## config.mk

```make
export PLATFORM = sky130hd
export DESIGN_NAME = timer_digit_chain_flat
export DESIGN_NICKNAME = d
export VERILOG_FILES = /design/src/rtl/timer_pkg.sv /design/src/rtl/timer_digit_chain_if.sv /design/src/rtl/timer_digit_stage.sv /design/src/rtl/timer_digit_chain.sv /design/src/flat_wrapper.sv
export SDC_FILE = /design/constraint.sdc
export NUM_CORES = 1
export LEC_CHECK = 0
export CAP_MARGIN = 25
export CORE_UTILIZATION = 48
export CTS_CLUSTER_DIAMETER = 30
export DETAILED_ROUTE_END_ITERATION = 8
export PLACE_DENSITY = 0.81
export SLEW_MARGIN = 20
export SYNTH_ARGS = -nofsm -noshare
export SYNTH_HDL_FRONTEND = slang
export SYNTH_SLANG_ARGS = --single-unit
```

## constraint.sdc

```tcl
create_clock -name timer_clk -period 2.7 [get_ports timer_clk]
set_clock_uncertainty 0.05 [all_clocks]
set_input_delay 0.54 -clock timer_clk [delete_from_list [all_inputs] [get_ports timer_clk]]
set_output_delay 0.54 -clock timer_clk [all_outputs]
set_load 0.1 [all_outputs]
```

## src/rtl/timer_pkg.sv

```systemverilog
// Shared types, 7-segment encodings and digit helpers for the timer digit chain.
// Pure combinational helpers: no latency, no flow control.
package timer_pkg;

    typedef logic [3:0] bcd_t;

    // Active-low encodings, bit order {a,b,c,d,e,f,g}
    localparam logic [6:0] SEG_ZERO  = 7'b0000001;
    localparam logic [6:0] SEG_ONE   = 7'b1001111;
    localparam logic [6:0] SEG_TWO   = 7'b0010010;
    localparam logic [6:0] SEG_THREE = 7'b0000110;
    localparam logic [6:0] SEG_FOUR  = 7'b1001100;
    localparam logic [6:0] SEG_FIVE  = 7'b0100100;
    localparam logic [6:0] SEG_SIX   = 7'b0100000;
    localparam logic [6:0] SEG_SEVEN = 7'b0001111;
    localparam logic [6:0] SEG_EIGHT = 7'b0000000;
    localparam logic [6:0] SEG_NINE  = 7'b0000100;

    function automatic logic [6:0] seg_encode(input bcd_t bcd, input logic active_low);
        logic [6:0] seg;
        case (bcd)
            4'd0:    seg = SEG_ZERO;
            4'd1:    seg = SEG_ONE;
            4'd2:    seg = SEG_TWO;
            4'd3:    seg = SEG_THREE;
            4'd4:    seg = SEG_FOUR;
            4'd5:    seg = SEG_FIVE;
            4'd6:    seg = SEG_SIX;
            4'd7:    seg = SEG_SEVEN;
            4'd8:    seg = SEG_EIGHT;
            4'd9:    seg = SEG_NINE;
            default: seg = 7'b1111111;
        endcase
        return active_low ? seg : ~seg;
    endfunction

    function automatic bcd_t clamp_digit(input bcd_t bcd, input bcd_t max);
        return (bcd > max) ? max : bcd;
    endfunction

endpackage

```

## src/rtl/timer_digit_chain_if.sv

```systemverilog
// Control and display bundle of the timer digit chain.
// Level signals only; no handshake, the chain accepts a tick every cycle.
interface timer_digit_chain_if #(
    parameter int NUM_DIGITS = 6
);
    logic                    tick_en;
    logic                    count_down;
    logic                    clear;
    logic                    load;
    logic [4*NUM_DIGITS-1:0] load_bcd;
    logic [4*NUM_DIGITS-1:0] digit_bcd;
    logic [7*NUM_DIGITS-1:0] seg_out;
    logic                    carry_out;
    logic                    zero_flag;

    modport master (
        output tick_en, count_down, clear, load, load_bcd,
        input  digit_bcd, seg_out, carry_out, zero_flag
    );

    modport slave (
        input  tick_en, count_down, clear, load, load_bcd,
        output digit_bcd, seg_out, carry_out, zero_flag
    );
endinterface

```

## src/rtl/timer_digit_stage.sv

```systemverilog
// One registered modulo-(DIGIT_MAX+1) BCD digit with its 7-segment image.
// Latency 1 cycle from inc/dec/load/clear to value and seg; no backpressure.
module timer_digit_stage
    import timer_pkg::*;
#(
    parameter bcd_t DIGIT_MAX      = 4'd9,
    parameter bit   SEG_ACTIVE_LOW = 1'b1
) (
    input  logic       clk,
    input  logic       rst,
    input  logic       clear,
    input  logic       load,
    input  bcd_t       load_val,
    input  logic       inc,
    input  logic       dec,
    input  logic       wrap_override,
    input  bcd_t       override_val,
    output bcd_t       value,
    output bcd_t       value_nxt,
    output logic [6:0] seg,
    output logic       at_max,
    output logic       at_zero
);

    bcd_t       value_q, value_d;
    logic [6:0] seg_q, seg_d;

    always_comb begin
        value_d = value_q;
        if (clear) begin
            value_d = 4'd0;
        end else if (load) begin
            value_d = load_val;
        end else if (wrap_override) begin
            value_d = override_val;
        end else if (inc) begin
            value_d = at_max ? 4'd0 : value_q + 4'd1;
        end else if (dec) begin
            value_d = at_zero ? DIGIT_MAX : value_q - 4'd1;
        end
        seg_d = seg_encode(value_d, SEG_ACTIVE_LOW);
    end

    always_ff @(posedge clk or posedge rst) begin
        if (rst) begin
            value_q <= 4'd0;
            seg_q   <= seg_encode(4'd0, SEG_ACTIVE_LOW);
        end else begin
            value_q <= value_d;
            seg_q   <= seg_d;
        end
    end

    assign value     = value_q;
    assign value_nxt = value_d;
    assign seg       = seg_q;
    assign at_max    = (value_q == DIGIT_MAX);
    assign at_zero   = (value_q == 4'd0);

endmodule

```

## src/rtl/timer_digit_chain.sv

```systemverilog
// N-digit BCD up/down counter chain with clamped preset, optional 23<->00 hour pair and 7-seg outputs.
// Latency 1 cycle from tick/load/clear to all outputs; no backpressure, every cycle is accepted.
module timer_digit_chain
    import timer_pkg::*;
#(
    parameter int                    NUM_DIGITS     = 6,
    parameter logic [4*NUM_DIGITS-1:0] DIGIT_MAX    = {4'd2, 4'd9, 4'd5, 4'd9, 4'd5, 4'd9},
    parameter bit                    HOUR24         = 1'b1,
    parameter bit                    SEG_ACTIVE_LOW = 1'b1,
    parameter bit                    STOP_AT_ZERO   = 1'b0
) (
    input  logic                 timer_clk,
    input  logic                 int_reset,
    timer_digit_chain_if.slave   bus
);

    localparam bit HOUR_EN = HOUR24 && (NUM_DIGITS >= 2);
    localparam int HI      = NUM_DIGITS - 1;
    localparam int LO      = (NUM_DIGITS >= 2) ? NUM_DIGITS - 2 : 0;

    logic [NUM_DIGITS-1:0] inc, dec, at_max, at_zero, ovr;
    bcd_t                  value     [NUM_DIGITS];
    bcd_t                  value_nxt [NUM_DIGITS];
    bcd_t                  ld_val    [NUM_DIGITS];
    bcd_t                  ovr_val   [NUM_DIGITS];
    logic [6:0]            seg       [NUM_DIGITS];
    logic                  tick_up, tick_dn, all_zero, hour_is_23, wrap_up, wrap_dn;
    logic                  carry_d, carry_q, zero_d, zero_q;

    assign all_zero = &at_zero;
    assign tick_up  = bus.tick_en & ~bus.count_down;
    assign tick_dn  = bus.tick_en & bus.count_down & ~(STOP_AT_ZERO && all_zero);

    // Prefix carry/borrow: a digit moves only when every lower digit is terminal.
    always_comb begin
        logic run_up, run_dn;
        run_up = tick_up;
        run_dn = tick_dn;
        inc    = '0;
        dec    = '0;
        for (int i = 0; i < NUM_DIGITS; i++) begin
            inc[i] = run_up;
            dec[i] = run_dn;
            run_up = run_up & at_max[i];
            run_dn = run_dn & at_zero[i];
        end
    end

    // The hour pair wraps as a unit: 23 -> 00 going up, 00 -> 23 going down.
    always_comb begin
        hour_is_23 = HOUR_EN && (value[HI] == 4'd2) && (value[LO] == 4'd3);
        wrap_up    = HOUR_EN ? (inc[LO] & hour_is_23) : (inc[HI] & at_max[HI]);
        wrap_dn    = dec[HI] & at_zero[HI];
        ovr        = '0;
        for (int i = 0; i < NUM_DIGITS; i++) begin
            ovr_val[i] = 4'd0;
        end
        if (HOUR_EN) begin
            ovr[HI]     = wrap_up | wrap_dn;
            ovr[LO]     = wrap_up | wrap_dn;
            ovr_val[HI] = wrap_dn ? 4'd2 : 4'd0;
            ovr_val[LO] = wrap_dn ? 4'd3 : 4'd0;
        end
    end

    always_comb begin
        for (int i = 0; i < NUM_DIGITS; i++) begin
            ld_val[i] = clamp_digit(bus.load_bcd[4*i +: 4], DIGIT_MAX[4*i +: 4]);
        end
        if (HOUR_EN && (ld_val[HI] == 4'd2) && (ld_val[LO] > 4'd3)) begin
            ld_val[LO] = 4'd3;
        end
    end

    for (genvar g = 0; g < NUM_DIGITS; g++) begin : g_digit
        timer_digit_stage #(
            .DIGIT_MAX      (DIGIT_MAX[4*g +: 4]),
            .SEG_ACTIVE_LOW (SEG_ACTIVE_LOW)
        ) u_stage (
            .clk           (timer_clk),
            .rst           (int_reset),
            .clear         (bus.clear),
            .load          (bus.load),
            .load_val      (ld_val[g]),
            .inc           (inc[g]),
            .dec           (dec[g]),
            .wrap_override (ovr[g]),
            .override_val  (ovr_val[g]),
            .value         (value[g]),
            .value_nxt     (value_nxt[g]),
            .seg           (seg[g]),
            .at_max        (at_max[g]),
            .at_zero       (at_zero[g])
        );
    end

    always_comb begin
        carry_d = ~bus.clear & ~bus.load & (wrap_up | wrap_dn);
        zero_d  = 1'b1;
        for (int i = 0; i < NUM_DIGITS; i++) begin
            if (value_nxt[i] != 4'd0) zero_d = 1'b0;
        end
    end

    always_ff @(posedge timer_clk or posedge int_reset) begin
        if (int_reset) begin
            carry_q <= 1'b0;
            zero_q  <= 1'b1;
        end else begin
            carry_q <= carry_d;
            zero_q  <= zero_d;
        end
    end

    always_comb begin
        bus.digit_bcd = '0;
        bus.seg_out   = '0;
        for (int i = 0; i < NUM_DIGITS; i++) begin
            bus.digit_bcd[4*i +: 4] = value[i];
            bus.seg_out[7*i +: 7]   = seg[i];
        end
    end

    assign bus.carry_out = carry_q;
    assign bus.zero_flag = zero_q;

endmodule

```

## src/flat_wrapper.sv

```systemverilog
// flat-port wrapper written by rule: the top's interface ports become plain ports
module timer_digit_chain_flat import timer_pkg::*;
#(
    parameter int                    NUM_DIGITS     = 6,
    parameter logic [4*NUM_DIGITS-1:0] DIGIT_MAX    = {4'd2, 4'd9, 4'd5, 4'd9, 4'd5, 4'd9},
    parameter bit                    HOUR24         = 1'b1,
    parameter bit                    SEG_ACTIVE_LOW = 1'b1,
    parameter bit                    STOP_AT_ZERO   = 1'b0
)
  (timer_clk, int_reset, bus_tick_en, bus_count_down, bus_clear, bus_load, bus_load_bcd, bus_digit_bcd, bus_seg_out, bus_carry_out, bus_zero_flag);
  timer_digit_chain_if #(.NUM_DIGITS(NUM_DIGITS)) bus_i ();
  input  logic timer_clk;
  input  logic int_reset;
  input wire logic [$bits(bus_i.tick_en)-1:0] bus_tick_en;
  input wire logic [$bits(bus_i.count_down)-1:0] bus_count_down;
  input wire logic [$bits(bus_i.clear)-1:0] bus_clear;
  input wire logic [$bits(bus_i.load)-1:0] bus_load;
  input wire logic [$bits(bus_i.load_bcd)-1:0] bus_load_bcd;
  output wire logic [$bits(bus_i.digit_bcd)-1:0] bus_digit_bcd;
  output wire logic [$bits(bus_i.seg_out)-1:0] bus_seg_out;
  output wire logic [$bits(bus_i.carry_out)-1:0] bus_carry_out;
  output wire logic [$bits(bus_i.zero_flag)-1:0] bus_zero_flag;
  assign bus_i.tick_en = bus_tick_en;
  assign bus_i.count_down = bus_count_down;
  assign bus_i.clear = bus_clear;
  assign bus_i.load = bus_load;
  assign bus_i.load_bcd = bus_load_bcd;
  assign bus_digit_bcd = bus_i.digit_bcd;
  assign bus_seg_out = bus_i.seg_out;
  assign bus_carry_out = bus_i.carry_out;
  assign bus_zero_flag = bus_i.zero_flag;
  timer_digit_chain #(.NUM_DIGITS(NUM_DIGITS), .DIGIT_MAX(DIGIT_MAX), .HOUR24(HOUR24), .SEG_ACTIVE_LOW(SEG_ACTIVE_LOW), .STOP_AT_ZERO(STOP_AT_ZERO)) u_core (.timer_clk(timer_clk), .int_reset(int_reset), .bus(bus_i));
endmodule
```

==> out/metrics.cfg <==
[setup_path]
cp-start-kind = flop
rr_worst_depth = 14
endpoint_kind = flop
worst_r2r_endpoint = u_core.bus.zero_flag$_DFF_PP1_
critPathRequiredTime_ns = 2.96
r2r-start = u_core.g_digit[1].u_stage.value[0]$_DFF_PP0_
critPathMaxFanout = 4
reg2reg_slack_ns = -0.59
crit_arrival_ns = 3.55
crit_end = u_core.bus.zero_flag$_DFF_PP1_
criticalPathCategory = flop to flop
crit_start = u_core.g_digit[1].u_stage.value[0]$_DFF_PP0_

[layout]
multi_input_area_sq_um = 3640
fin_cells = 938
final_area_sq_um = 8240
n_fill_cell = 548
drive_gt1_frac = 0.537
nets = 879
syn2layout_area_growth_pct = 65.0
antenna-diode-count = 0
area.sequential_sq_um = 1730

[status]
violations = setup timing
status = finished, violations left

[hold_path]
worst_hold_path_type = input pin to asynchronous set/reset pin

[synthesis]
synth-async-reset-ratio = 1.00
netlist.area_leader.share = 0.306
synth.avg_cell_area_sq_um = 9.55
synth_cell_types = 88
syn_nets = 602
ys_seq_area_frac = 0.343
yosys.area.top_type = dfrtp_1
synth.cell_area_sq_um = 4990
synth_cells = 523
synthFlopType = dfrtp_1
yosysWarnings = 0
synth_edf_count = 0
ys_ff_latch = 68
synthTopCellsByArea = dfrtp_1 (31%), ha_1 (12%), a21oi_1 (3.7%)

[sta]
max_freq_mhz = 304
rsz0062_at_grt = yes
final_hold_viol_count = 0
layout_setup_ws_ns = -0.586
layout_min_cycle_time_ns = 3.29
worst_pin_slew_ns = 0.506
slew_viol_final = 0
slew_headroom = 0.662
finalSetupViolations = 33
min_period_over_period = 1.22

[route]
vias_per_cell = 6.11
wl_um = 19400
wl_per_cell_um = 20.6
drt-initial-drc-count = 464
drcViolationCount = 0
firstDrtPassIters = 6
final_antenna_net_count = 0
num_vias = 5727

[die]
dieArea_sq_um = 10800
die_width_um = 104
ioPinCount = 98
initial_core_util = 0.504
die_h_um = 104
rows = 36
core_sq_um = 9910

[clock_network]
cts_root_buf = clkbuf_8
ctsHoldBuffers = 0
path_clk_slew_ns = 0.08
cts.path.max_buffers = 2
insertion_delay_ns = 0.37
tritoncts = yes
numCtsBuffers = 9
clock-sinks = 68
htreeDepth = 3

[power]
peakVddDrop_mv = 0.363
power.density_nw_per_um2 = 456
static-leakage-power_nw = 3.86

[grt]
antenna_found_initial = 1
grt_max_degree = 40
grt_pass1_vias = 5386
grt_overflow = 0
track_usage = 0.299
grt_pass1_wl_um = 25900

[placed_design]
io_buffer_count = 97
place_hpwl_um = 11700
placed_cell_area_sq_um = 7220
dp_slack_ns = -0.627
dpl.cell_count = 893
place_congestion = 0.895

[run]
drv_cap = 0

## power by group
part | total, mW | switching (mW) | internal (mW) | leakage [nW]
logic | 1.76 | 1.17 | 0.595 | 2.93
clock network | 0.833 | 0.407 | 0.426 | 0.0914
registers | 1.16 | 0.0495 | 1.11 | 0.840
## cells by family after synthesis
group | synth area share
AND/OR/NAND/NOR | 0.208
AO/OA/AOI/OAI | 0.220
buffers and inverters | 0.0594
XOR/XNOR | 0.0140
adder cells (fa/ha/maj) | 0.123
flip-flops | 0.343
multiplexers | 0.0338
## state kept, by name, summed over array words and instances (netlist names)
register                      cells
u_core.bus.carry_out              1
u_core.g_digit.u_stage.value     24
u_core.bus.zero_flag              1
u_core.g_digit.u_stage.seg       42
## cell usage after synthesis, types with 10 or more instances
| cell | number |
|---|---|
| nand2_1 | 17 |
| inv_1 | 43 |
| nor3_1 | 12 |
| a21oi_1 | 37 |
| nor2_1 | 41 |
| ha_1 | 49 |
| o21ai_0 | 19 |
| dfrtp_1 | 61 |
| nor2b_1 | 12 |
| a31oi_1 | 10 |
| nand3_1 | 16 |
## critical path, stage by stage (launching register included)
cell and delay, ns:
dfrtp_2 0.42, inv_2 0.07, ha_4 0.13, nor3b_4 0.32, buf_4 0.18, nand4_1 0.29
nor2_1 0.22, o21ai_0 0.20, a21oi_2 0.17, a211o_1 0.23, ha_2 0.24, and3_4 0.18
nand4_1 0.09, nor4_1 0.23, and3_1 0.21
## repair_timing
action | 4_1_cts | 5_1_grt
pin swaps | 30 | 40
buffers inserted | 9 | 24
gates resized for setup | 46 | 95
gates cloned | 0 | 0
endpoints found under the hold margin | 0 | 0
endpoints found under the setup margin | 36 | 34
## how the worst min path moves through the flow
stage                                start                                            to  slack [ns]  cells past startpoint
after global placement           int_reset    u_core.g_digit[4].u_stage.seg[6]$_DFF_PP0_        0.75                      2
after floorplan           bus_load_bcd[18]  u_core.g_digit[4].u_stage.value[2]$_DFF_PP0_        0.68                      2
final                            int_reset    u_core.g_digit[3].u_stage.seg[6]$_DFF_PP0_        0.37                      2
after global routing             int_reset    u_core.g_digit[4].u_stage.seg[2]$_DFF_PP0_        0.40                      2
after detailed placement         int_reset    u_core.g_digit[3].u_stage.seg[3]$_DFF_PP0_        0.76                      2
after CTS                        int_reset    u_core.g_digit[3].u_stage.seg[6]$_DFF_PP0_        0.37                      2
## layer usage
layer	GRT usage	vias to the layer above	routed length, um
li1	-	2459	-
met1	0.339	2699	6870
met2	0.543	418	9520
met3	0.0545	149	1690
met4	0.137	2	1280
met5	0	-	13
## final cells by class
| class | instances | area share |
|---|---|---|
| multi-input combinational | 388 | 0.441 |
| timing repair buffer | 285 | 0.283 |
| sequential | 68 | 0.210 |
| inverter | 48 | 0.0237 |
| tap | 133 | 0.0202 |
| clock buffer | 13 | 0.0169 |
| clock inverter | 3 | 0.00486 |
## cells in the final DEF, fill, tap and decap left out, types with 7 or more instances in the layout
cell type and count:
o21ai_0 13, a21oi_2 11, clkdlybuf4s50_1 27, inv_1 27, nor2b_1 9, nor2_1 34
dfstp_2 7, nand3_1 15, nor3_1 9, nand2_1 16, ha_4 17, clkbuf_8 9
nand2b_1 7, dfrtp_2 19, buf_4 231, buf_6 22, dfrtp_1 42, a21oi_1 24
ha_1 26, mux2i_1 9, inv_2 17
## per-stage QoR
| step | total power [mW] | hold WS (ns) | utilization | TNS [ns] |
|---|---|---|---|---|
| final | 3.76 | 0.372 | 0.832 | -6.29 |
| after global routing | 3.88 | 0.399 | 0.832 | -9.19 |
| after CTS | 3.58 | 0.375 | 0.772 | -0.313 |
| after detailed placement | 2.72 | 0.761 | 0.729 | -20.78 |
| after global placement | 2.69 | 0.754 | 0.729 | -16.17 |
| after floorplan | 2.21 | 0.684 | - | -4.77 |
No activity file was read; power rests on OpenSTA's default activity.
